--- config.mk ---
export PLATFORM = sky130hd
export DESIGN_NAME = fifo_stream_reader
export DESIGN_NICKNAME = d
export VERILOG_FILES = /design/src/rtl/fifo_pkg.sv /design/src/rtl/fifo_prefetch_buf.sv /design/src/rtl/fifo_stream_reader.sv
export SDC_FILE = /design/constraint.sdc
export NUM_CORES = 1
export LEC_CHECK = 0
export ABC_CLOCK_PERIOD_IN_PS = 2530
export CORE_UTILIZATION = 54
export DETAILED_ROUTE_END_ITERATION = 10
export GPL_TIMING_DRIVEN = 0
export PLACE_DENSITY = 0.87
export RECOVER_POWER = 50
export SYNTH_ARGS = -nofsm -noshare
export SYNTH_HDL_FRONTEND = slang
export SYNTH_HIERARCHICAL = 1
export SYNTH_SLANG_ARGS = --single-unit
--- constraint.sdc ---
create_clock -name clk -period 2.53 [get_ports clk]
set_clock_uncertainty 0.15 [all_clocks]
set_input_delay 0.3795 -clock clk [delete_from_list [all_inputs] [get_ports clk]]
set_output_delay 0.3795 -clock clk [all_outputs]
set_load 0.05 [all_outputs]
--- src/rtl/fifo_pkg.sv ---
`default_nettype none
// ============================================================================
//  Module      : fifo_pkg
//  Description : Types and helpers shared by the FIFO read-side blocks.
//                rd_state_t - read-side control state (RUN / FLUSH)
//                ptr_width  - index width for a circular buffer of a depth
//                occ_width  - width able to hold 0..depth
//  Revision    : 1.0 - initial release
// ============================================================================
package fifo_pkg;

    typedef enum logic {
        RUN   = 1'b0,
        FLUSH = 1'b1
    } rd_state_t;

    // A depth-1 buffer still needs a one-bit pointer to stay legal.
    function automatic int ptr_width(input int depth);
        return (depth > 1) ? $clog2(depth) : 1;
    endfunction

    function automatic int occ_width(input int depth);
        return $clog2(depth + 1);
    endfunction

endpackage : fifo_pkg
`default_nettype wire

--- src/rtl/fifo_prefetch_buf.sv ---
`default_nettype none
// ============================================================================
//  Module      : fifo_prefetch_buf
//  Description : Circular prefetch buffer between the FIFO read port and the
//                outgoing valid/ready stream. Any depth >= 1 is legal; the
//                pointers wrap explicitly at BUF_DEPTH-1.
//  Ports       : clk, reset   - clock, synchronous active-high reset
//                clear        - drop all contents (wins over wr_en/rd_en)
//                wr_en/wr_data- write one word at the tail
//                rd_en        - remove the head word
//                out_data     - head word (registered storage)
//                out_valid    - buffer not empty
//                occ          - number of stored words
//  Revision    : 1.0 - initial release
// ============================================================================
module fifo_prefetch_buf
    import fifo_pkg::*;
#(
    parameter int DATA_LENGTH = 8,
    parameter int BUF_DEPTH   = 3
) (
    input  logic                                clk,
    input  logic                                reset,
    input  logic                                clear,
    input  logic                                wr_en,
    input  logic [DATA_LENGTH-1:0]              wr_data,
    input  logic                                rd_en,
    output logic [DATA_LENGTH-1:0]              out_data,
    output logic                                out_valid,
    output logic [occ_width(BUF_DEPTH)-1:0]     occ
);

    localparam int PTR_W = ptr_width(BUF_DEPTH);
    localparam int OCC_W = occ_width(BUF_DEPTH);
    localparam logic [PTR_W-1:0] c_last_ptr = PTR_W'(BUF_DEPTH - 1);

    logic [DATA_LENGTH-1:0] r_mem [BUF_DEPTH];
    logic [PTR_W-1:0]       r_head;
    logic [PTR_W-1:0]       r_tail;
    logic [OCC_W-1:0]       r_occ;
    logic                   w_rd;

    function automatic logic [PTR_W-1:0] next_ptr(input logic [PTR_W-1:0] p);
        return (p == c_last_ptr) ? '0 : p + 1'b1;
    endfunction

    // A read of an empty buffer is ignored so occ can never underflow.
    assign w_rd      = rd_en && (r_occ != '0);
    assign out_valid = (r_occ != '0);
    assign out_data  = r_mem[r_head];
    assign occ       = r_occ;

    always_ff @(posedge clk) begin
        if (reset) begin
            r_head <= '0;
            r_tail <= '0;
            r_occ  <= '0;
            for (int i = 0; i < BUF_DEPTH; i++) begin
                r_mem[i] <= '0;
            end
        end else if (clear) begin
            r_head <= '0;
            r_tail <= '0;
            r_occ  <= '0;
        end else begin
            if (wr_en) begin
                r_mem[r_tail] <= wr_data;
                r_tail        <= next_ptr(r_tail);
            end
            if (w_rd) begin
                r_head <= next_ptr(r_head);
            end
            case ({wr_en, w_rd})
                2'b10:   r_occ <= r_occ + 1'b1;
                2'b01:   r_occ <= r_occ - 1'b1;
                default: r_occ <= r_occ;
            endcase
        end
    end

endmodule : fifo_prefetch_buf
`default_nettype wire

--- src/rtl/fifo_stream_reader.sv ---
`default_nettype none
// ============================================================================
//  Module      : fifo_stream_reader
//  Description : Read-side consumer for the FIFO pop interface. Pops words
//                (data returns one cycle after pop), holds them in a small
//                prefetch buffer and re-presents them on a valid/ready stream.
//                Credits (occupancy + in-flight pop) bound the pops, so
//                out_ready never combinationally reaches pop.
//  Ports       : clk, reset           - clock, synchronous active-high reset
//                fifo_empty, fifo_data- FIFO status and dataOut
//                pop                  - pop request to the FIFO
//                out_data/out_valid/out_ready - downstream stream
//                flush                - discard buffered and in-flight data
//                words_read           - saturating count of delivered words
//                busy                 - high while flushing
//  Revision    : 1.0 - initial release
// ============================================================================
module fifo_stream_reader
    import fifo_pkg::*;
#(
    parameter int DATA_LENGTH = 8,
    parameter int BUF_DEPTH   = 3,
    parameter int CNT_WIDTH   = 16
) (
    input  logic                   clk,
    input  logic                   reset,
    input  logic                   fifo_empty,
    input  logic [DATA_LENGTH-1:0] fifo_data,
    output logic                   pop,
    output logic [DATA_LENGTH-1:0] out_data,
    output logic                   out_valid,
    input  logic                   out_ready,
    input  logic                   flush,
    output logic [CNT_WIDTH-1:0]   words_read,
    output logic                   busy
);

    localparam int OCC_W = occ_width(BUF_DEPTH);
    localparam logic [OCC_W:0]       c_depth   = (OCC_W + 1)'(BUF_DEPTH);
    localparam logic [CNT_WIDTH-1:0] c_cnt_max = '1;

    rd_state_t            r_state;
    logic                 r_inflight;
    logic [CNT_WIDTH-1:0] r_words_read;

    logic [OCC_W-1:0]     w_occ;
    logic                 w_credit_ok;
    logic                 w_clear;
    logic                 w_capture;
    logic                 w_xfer;

    // A word already requested owns a buffer slot before it lands.
    assign w_credit_ok = ({1'b0, w_occ} + {{OCC_W{1'b0}}, r_inflight}) < c_depth;

    assign pop = !reset && (r_state == RUN) && !fifo_empty && w_credit_ok && !flush;

    // Entering FLUSH empties the buffer; this also drops a word landing on
    // that same edge. Words landing while in FLUSH are simply not written.
    assign w_clear   = (r_state == RUN) && flush;
    assign w_capture = r_inflight && (r_state == RUN);
    assign w_xfer    = out_valid && out_ready;

    assign words_read = r_words_read;
    assign busy       = (r_state == FLUSH);

    always_ff @(posedge clk) begin
        if (reset) begin
            r_state      <= RUN;
            r_inflight   <= 1'b0;
            r_words_read <= '0;
        end else begin
            r_inflight <= pop;
            if (w_xfer && (r_words_read != c_cnt_max)) begin
                r_words_read <= r_words_read + 1'b1;
            end
            case (r_state)
                RUN: begin
                    if (flush) begin
                        r_state <= FLUSH;
                    end
                end
                FLUSH: begin
                    if (!r_inflight) begin
                        r_state <= RUN;
                    end
                end
                default: r_state <= RUN;
            endcase
        end
    end

    fifo_prefetch_buf #(
        .DATA_LENGTH (DATA_LENGTH),
        .BUF_DEPTH   (BUF_DEPTH)
    ) u_buf (
        .clk       (clk),
        .reset     (reset),
        .clear     (w_clear),
        .wr_en     (w_capture),
        .wr_data   (fifo_data),
        .rd_en     (w_xfer),
        .out_data  (out_data),
        .out_valid (out_valid),
        .occ       (w_occ)
    );

endmodule : fifo_stream_reader
`default_nettype wire

==> results of run 1 <==
-- Yosys cell counts (2+ instances only) --
cell	number	area share, %
nor3_4	2	1.2
mux2_2	2	0.84
and2_1	24	5.6
buf_2	2	0.37
clkbuf_1	2	0.28
nand2_1	9	1.3
nand4_1	6	1.4
o21ai_1	4	0.75
a31oi_1	2	0.47
a21oi_1	12	2.2
nor4_1	3	0.70
ha_1	4	1.9
a211oi_1	2	0.56
inv_1	4	0.56
or2_2	4	0.93
dfxtp_1	26	19
o21ai_0	7	1.3
nor2_1	13	1.8
nor4_2	2	0.93
edfxtp_1	32	36
or3_1	8	1.9
mux4_2	8	6.7
nor2b_1	7	1.6
mux2i_1	2	0.75
nor3_1	2	0.37
nand3_1	2	0.37
-- cells by family (layout without fill, tap and decap cells) --
| logic type | Yosys count | in the layout | synth area share [%] |
|---|---|---|---|
| AND/OR/NAND/NOR | 101 | 101 | 25.2 |
| buffers and inverters | 10 | 65 | 1.63 |
| XOR/XNOR | 2 | 2 | 0.654 |
| multiplexers | 13 | 13 | 8.73 |
| AO/OA/AOI/OAI | 31 | 31 | 6.63 |
| adder cells (fa/ha/maj) | 4 | 4 | 1.87 |
| flip-flops | 58 | 58 | 55.3 |
-- per-stage QoR --
step	instance area [um2]	worst slack (ns)	total power [mW]	TNS, ns	utilization, %
final	3310	0.128	2.06	0	69.7
after global routing	3310	0.0120	2.14	0	69.7
after CTS	3360	0.0534	2.09	0	70.8
after detailed placement	3160	-0.463	1.16	-1.90	66.5
after global placement	3160	-0.482	1.15	-1.31	66.5
after floorplan	2690	0.0571	1.10	0	-
-- registers in the layout (all words and copies together) (netlist names), named ones only --
name          flops
u_buf/occ         2
u_buf/r_mem      32
r_inflight        1
u_buf/r_tail      2
words_read       16
u_buf/r_head      2
busy              1
-- path summary, 6_finish.rpt --
check / slack [ns] / depth (start not counted) / end / startpoint
max: 0.13 / 3 / out_data[0] / flop
min: 0.34 / 2 / flop / u_buf/r_head[1]
max reg2reg: 0.14 / 6 / words_read[0] / words_read[0]
min reg2reg: 0.34 / 2 / flop / u_buf/r_head[1]
-- worst max-delay path, cell delays in order (launching register included) --
cell           delay, ns
dfxtp_1             0.30
buf_2               0.27
mux4_2              0.54
dlygate4sd2_1       0.44
-- power groups by stage --
stage,registers [mW],logic (mW),clock network (mW)
5_1_grt,1.02,0.118,1.00
2_1_floorplan,1.04,0.0639,0
4_1_cts,1.02,0.115,0.955
3_5_place_dp,1.04,0.119,0
3_3_place_gp,1.04,0.117,0
6_report,1.02,0.110,0.932
-- repair_timing --
item / in CTS / in global routing
gates cloned: 0 / 0
gates resized for setup: 14 / 2
hold buffers: 0 / 0
setup endpoints to repair: 9 / 1
-- cell type report --
| cell class | instances | area [um2] | area share, % |
|---|---|---|---|
| clock buffer | 11 | 141 | 4.27 |
| tap | 67 | 83.8 | 2.53 |
| multi-input combinational | 151 | 1110 | 33.5 |
| sequential | 58 | 1480 | 44.7 |
| inverter | 4 | 15.0 | 0.453 |
| clock inverter | 5 | 77.6 | 2.34 |
| buffer | 6 | 26.3 | 0.793 |
| timing repair buffer | 39 | 378 | 11.4 |
-- layer usage --
metal / GRT usage, % / wire, um / up-vias
li1: - / - / 922
met1: 26.4 / 2240 / 883
met2: 37.0 / 2610 / 43
met3: 5.83 / 204 / 6
met4: 7.63 / 57 / 0
met5: 0 / 0 / -
==> out/metrics.yaml, run 1 <==
clock_sinks: 58
layout-drive-gt1-share_pct: 16.4
yosysSeqAreaShare_pct: 55.3
worst_pin_slew_ns: 0.792
overflow: 0
p_leak_nw: 1.16
crit_type: "flop to output pin"
period_needed_ns: 2.40
vias: 1854
synth.distinct_cells: 54
fin_nets: 286
syn_inst: 219
core_um2: 4750
grt_first_pass_wirelength_mm: 8.41
slew_headroom_pct: 47.0
initial_utilization_pct: 56.4
cp-start-kind: "flop"
viasPerCell: 5.44
drt-wirelength-per-cell_um: 15.0
cts_setup_buffers: 0
clock_latency_ns: 0.33
drt_iter0_markers: 70
cts_buffers: 9
cts_tree: "yes"
hold_ws_ns: 0.343
p_comb_share_pct: 5.4
drc: 0
dp_hpwl_mm: 3.50
synth_nets: 236
gp_congestion: 0.844
die-area_um2: 5250
htree_levels: 3
n_antenna_cell: 0
status: "finished, final reports clean"
irDropWorstVdd_mv: 0.315
timing.final.crit_share_pct: 95.0
track_usage_pct: 21.6
setup_viol: 0
final_cell_mix: "edfxtp_1, dfxtp_1, clkdlybuf4s50_1"
seq_power_share_pct: 49.4
maxCapViolCount: 0
syn_area_per_cell_um2: 12.2
die_width_um: 72.5
antenna_found_initial: 0
power_frac_clock_pct: 45.3
switching_share_pct: 20.9
cp_max_fo: 8
cp-end-kind: "output pin"
n_fill_cell: 360
area_growth_pct: 23.6
hold_path_class: "flop to flop"
ys_async_sr_fraction_pct: 0
num_rows: 25
wl_mm: 5.11
synth_edf_count: 32
antenna_left: 0
path_clk_slew_ns: 0.06
p_int_mw: 1.63
die_y_um: 72.5
ys.flop_type: "edfxtp_1"
fin_cells: 341
rsz0062_at_grt: "no"
synthesis.area_um2: 2680
power.net_switching_uw: 431
dr.pass1.iters: 4
grt_max_degree: 11
final_common_cell: "edfxtp_1"
synth_seq_cells: 58
required_ns: 2.00
grt_pass1_vias: 1793
placed_cells: 325
synth_warnings: 6
slew_violations: 0
powerDensity_nw_per_um2: 622
max_clock_freq_mhz: 416
io_pins: 40
io_buffer_count: 39
cp.arrival_ns: 1.87
clockBufferDepth: 2
hold_viol: 0
cts.root.buffer_cell: "clkbuf_8"
(Power assumes the default switching activity.)
==> inputs of run 2 (changes only) <==
--- a/config.mk
+++ b/config.mk
@@ -9,6 +9,7 @@
 export CORE_UTILIZATION = 54
 export DETAILED_ROUTE_END_ITERATION = 10
 export GPL_TIMING_DRIVEN = 0
+export MAX_ROUTING_LAYER = met4
 export PLACE_DENSITY = 0.87
 export RECOVER_POWER = 50
 export SYNTH_ARGS = -nofsm -noshare
==> run 2 against run 1 <==
  * Global-route usage increased by 0.69 points
  * Sequential cell count stayed put
  * Sequential power barely moved
  * Hold slack worse by 0.0015 ns
  * Via count up 0.22%
  * Sequential share of layout area unchanged
  * Largest cell class unchanged
==> out/metrics.yaml, run 2 (synthesis results as in run 1) <==
final_cell_mix: "edfxtp_1, dfxtp_1, clkdlybuf4s50_1"  # unchanged
holdBufCountCts: 0  # unchanged
largest_reg_flops: 32  # unchanged
powerDensity_nw_per_um2: 622  # about the same
io_pins: 40  # unchanged
drt-wirelength-per-cell_um: 15.0  # about the same
max_clock_freq_mhz: 415  # was 416 MHz
vias: 1858  # was 1854
clockBufferDepth: 2  # unchanged
gp_congestion: 0.857  # was 0.844
io_buffer_count: 39  # unchanged
status: "finished, final reports clean"  # unchanged
irDropWorstVdd_mv: 0.315  # about the same
reg2reg_depth: 6  # unchanged
cp-end-kind: "flop"  # was output pin
die_width_um: 72.5  # unchanged
grt_max_degree: 11  # unchanged
clock_sinks: 58  # unchanged
n_antenna_cell: 0  # unchanged
overflow: 0  # unchanged
wl_mm: 5.10  # was 5.11 mm
p_total_mw: 2.06  # about the same
worstHoldStart: "u_buf/r_head[1]"  # unchanged
dp_slack_ns: -0.463  # unchanged
p_leak_nw: 1.16  # unchanged
fin_util_pct: 69.7  # unchanged
initial_utilization_pct: 56.4  # unchanged
hold_path_class: "flop to flop"  # unchanged
r2r_start: "words_read[0]"  # unchanged
fin_nets: 286  # unchanged
regMostFlops: "u_buf/r_mem"  # unchanged
clock_latency_ns: 0.33  # about the same
area_growth_pct: 23.6  # unchanged
antenna_left: 0  # unchanged
layout-drive-gt1-share_pct: 16.4  # unchanged
path_clk_slew_ns: 0.06  # about the same
dp_hpwl_mm: 3.50  # unchanged
rsz0062_at_grt: "no"  # unchanged
hold_depth: 2  # unchanged
setup_viol: 0  # unchanged
final_area_um2: 3310  # unchanged
setup_slack_ns: 0.121  # was 0.128 ns
slew_headroom_pct: 47.2  # was 47.0%
placed_area_um2: 3160  # unchanged
antenna_found_initial: 0  # unchanged
hold_viol: 0  # unchanged
required_ns: 2.40  # was 2.00 ns
slew_violations: 0  # unchanged
die_y_um: 72.5  # unchanged
core_um2: 4750  # unchanged
num_rows: 25  # unchanged
period_needed_ns: 2.41  # was 2.40 ns
cp-start-kind: "input port"  # was flop
htree_levels: 3  # unchanged
drt_iter0_markers: 70  # unchanged
grt_first_pass_wirelength_mm: 8.41  # unchanged
hold_ws_ns: 0.342  # was 0.343 ns
die-area_um2: 5250  # unchanged
maxCapViolCount: 0  # unchanged
cp.arrival_ns: 2.28  # was 1.87 ns
dr.pass1.iters: 4  # unchanged
cp_max_fo: 10  # was 8
drc: 0  # unchanged
r2r-end: "words_read[0]"  # unchanged
track_usage_pct: 22.3  # was 21.6%
crit_type: "input port to flop"  # was flop to output pin
cts_tree: "yes"  # unchanged
cts.root.buffer_cell: "clkbuf_8"  # unchanged
r2r_slack_ns: 0.16  # was 0.14 ns
viasPerCell: 5.45  # was 5.44
worst_pin_slew_ns: 0.790  # was 0.792 ns
cts_buffers: 9  # unchanged
final_common_cell: "edfxtp_1"  # unchanged
grt_pass1_vias: 1791  # was 1793
timing.final.crit_share_pct: 95.2  # was 95.0%
run 2: per-layer routing:
metal | global-route usage (%) | up-vias | share of wire [%]
met5 | - | - | 0
li1 | - | 921 | -
met2 | 37.0 | 44 | 51
met4 | 7.63 | 0 | 1.3
met1 | 26.5 | 884 | 44
met3 | 5.83 | 9 | 4.2
run 2: area by class of cell:
cell class	instances	area, um2
Multi-Input combinational cell	151	1110
Clock buffer	11	141
Inverter	4	15.0
Buffer	6	26.3
Clock inverter	5	77.6
Tap cell	67	83.8
Fill cell	360	1440
Sequential cell	58	1480
Timing Repair Buffer	39	378
run 2: what timing repair did:
item | in CTS | in global routing
setup endpoints to repair | 9 | 1
buffers inserted | 0 | 0
gates resized for setup | 14 | 2
run 2: per-stage QoR:
| stage | TNS [ns] | std cells |
|---|---|---|
| floorplan | 0 | 219 |
| global placement | -1.31 | 325 |
| detailed placement | -1.90 | 325 |
| CTS | 0 | 341 |
| global route | 0 | 341 |
| finish | 0 | 341 |
run 2: how the worst max path moves through the flow:
stage                        startpoint                 to  slack, ns
final                             reset  u_buf/r_mem[1][6]       0.12
after global routing      words_read[0]      words_read[0]       0.01
after CTS                  u_buf/occ[0]                pop       0.05
after detailed placement          reset                pop      -0.46
after global placement            reset                pop      -0.48
after floorplan            u_buf/occ[0]                pop       0.06
run 2: critical path, cell delays in order:
cell             delay [ns]
clkdlybuf4s50_1        0.57
or3b_1                 0.47
nor2_1                 0.50
or2_2                  0.36
run 2: report_power, final:
| group | leakage, nW | internal, mW | switching (mW) |
|---|---|---|---|
| sequential | 0.529 | 1.01 | 0.00725 |
| clock | 0.109 | 0.578 | 0.356 |
| combinational | 0.525 | 0.0409 | 0.0694 |
==> inputs of run 3 (changes only) <==
--- a/config.mk
+++ b/config.mk
@@ -6,6 +6,7 @@
 export NUM_CORES = 1
 export LEC_CHECK = 0
 export ABC_CLOCK_PERIOD_IN_PS = 2530
+export CORE_ASPECT_RATIO = 1.25
 export CORE_UTILIZATION = 54
 export DETAILED_ROUTE_END_ITERATION = 10
 export GPL_TIMING_DRIVEN = 0
==> run 3 against run 2 <==
  * Clock-buffer cell count unchanged
  * Hold slack improved by 0.0027 ns
  * Sequential share of layout area decreased by 0.21 points
  * Global-route usage increased by 0.70 points
  * Final cell count decreased by 2.3%
  * Via count increased by 4.0%
  * Routed wire length increased by 2.2%
  * Sequential power about the same
  * Clock power decreased by 1%
  * Largest cell class unchanged
  * Final area increased by 0.57%
  * Critical path depth increased by 1
==> out/metrics.yaml, run 3 (synthesis results as in run 1) <==
status: "finished, final reports clean"  # unchanged
n_fill_cell: 354  # was 360
cp.arrival_ns: 1.93  # was 2.28 ns
wl_mm: 5.21  # was 5.10 mm
largest_reg_flops: 32  # unchanged
final_area_um2: 3330  # was 3310 um2
slew_violations: 0  # unchanged
placed_area_um2: 3150  # was 3160 um2
cts_buffers: 9  # unchanged
clock_sinks: 58  # unchanged
dp_hpwl_mm: 3.57  # was 3.50 mm
overflow: 0  # unchanged
grt_pass1_vias: 1859  # was 1791
slew_headroom_pct: 49.7  # was 47.2%
grt_first_pass_wirelength_mm: 8.72  # was 8.41 mm
powerDensity_nw_per_um2: 616  # was 622 nW/um2
r2r_slack_ns: 0.18  # was 0.16 ns
antenna_found_initial: 0  # unchanged
final_cell_mix: "edfxtp_1, dfxtp_1, dlygate4sd3_1"  # was edfxtp_1, dfxtp_1, clkdlybuf4s50_1
worstHoldStart: "u_buf/r_head[0]"  # was u_buf/r_head[1]
core_um2: 4760  # was 4750 um2
antenna_left: 0  # unchanged
num_rows: 28  # was 25
gp_congestion: 0.803  # was 0.857
vias: 1933  # was 1858
required_ns: 2.00  # was 2.40 ns
regMostFlops: "u_buf/r_mem"  # unchanged
cts_tree: "yes"  # unchanged
drt_iter0_markers: 90  # was 70
die_width_um: 65.0  # was 72.5 um
hold_path_class: "flop to flop"  # unchanged
max_clock_freq_mhz: 406  # was 415 MHz
rsz0062_at_grt: "no"  # unchanged
cp-end-kind: "output pin"  # was flop
crit_type: "flop to output pin"  # was input port to flop
cts_setup_buffers: 0  # unchanged
r2r-end: "words_read[10]"  # was words_read[0]
io_buffer_count: 39  # unchanged
setup_viol: 0  # unchanged
clockBufferDepth: 2  # unchanged
maxCapViolCount: 0  # unchanged
drc: 0  # unchanged
viasPerCell: 5.80  # was 5.45
hold_ws_ns: 0.345  # was 0.342 ns
io_pins: 40  # unchanged
irDropWorstVdd_mv: 0.401  # was 0.315 mV
track_usage_pct: 23.0  # was 22.3%
hold_depth: 2  # unchanged
layout-drive-gt1-share_pct: 17.2  # was 16.4%
htree_levels: 3  # unchanged
dr.pass1.iters: 4  # unchanged
hold_viol: 0  # unchanged
fin_nets: 285  # was 286
die-area_um2: 5250  # about the same
n_antenna_cell: 0  # unchanged
die_y_um: 80.8  # was 72.5 um
cp_max_fo: 5  # was 10
drt-wirelength-per-cell_um: 15.7  # was 15.0 um
worst_pin_slew_ns: 0.751  # was 0.790 ns
final_common_cell: "edfxtp_1"  # unchanged
grt_max_degree: 11  # unchanged
timing.final.crit_share_pct: 97.4  # was 95.2%
r2r_start: "words_read[0]"  # unchanged
initial_utilization_pct: 56.2  # was 56.4%
cts.root.buffer_cell: "clkbuf_8"  # unchanged
reg2reg_depth: 5  # was 6
cp-start-kind: "flop"  # was input port
clock_latency_ns: 0.33  # about the same
area_growth_pct: 24.3  # was 23.6%
path_clk_slew_ns: 0.06  # about the same
p_total_mw: 2.05  # was 2.06 mW
period_needed_ns: 2.46  # was 2.41 ns
p_leak_nw: 1.20  # was 1.16 nW
## run 3: final cells by class
cell class	count	area, um2	share of cell area [%]
clock buffer	11	141	4.24
inverter	4	15.0	0.451
buffer	5	23.8	0.714
sequential	58	1480	44.5
timing repair buffer	39	378	11.3
tap	60	75.1	2.25
multi-input combinational	151	1140	34.1
clock inverter	5	77.6	2.33
## run 3: stage by stage
step | util [%] | setup WS [ns] | setup TNS, ns | std cells
floorplan | - | 0.0571 | 0 | 219
global placement | 66.2 | -0.445 | -1.17 | 318
detailed placement | 66.2 | -0.466 | -1.79 | 318
CTS | 70.4 | 0.0149 | 0 | 333
global route | 69.9 | 0.000439 | 0 | 333
finish | 69.9 | 0.0659 | 0 | 333
## run 3: layer usage
layer  GRT usage [%]  vias up  part of all wire, %
li1                -      927                    -
met1            26.0      941                   41
met2            39.3       57                   52
met3            6.04        8                  4.8
met4            8.48        0                  1.5
met5               -        -                    0
## run 3: worst max path at each step
stage | from | endpoint
final | u_buf/occ[0] | pop
after global routing | flop | out_data[3]
after CTS | u_buf/occ[0] | pop
after detailed placement | reset | pop
after global placement | reset | pop
after floorplan | u_buf/occ[0] | pop
## run 3: what timing repair did
action,in CTS,in global routing
pin swaps,0,0
endpoints found under the setup margin,9,1
hold buffers,0,0
resized for setup,15,1
hold endpoints to repair,0,0
## run 3: critical path, stage by stage, from the launching register on
cell     delay [ns]
dfxtp_2        0.35
ha_1           0.19
ha_1           0.28
a211o_1        0.33
nor4_2         0.20
buf_4          0.26
## run 3: where the power goes
| group | switching (mW) | internal [mW] |
|---|---|---|
| registers | 0.00713 | 1.01 |
| clock network | 0.344 | 0.578 |
| logic | 0.0706 | 0.0410 |
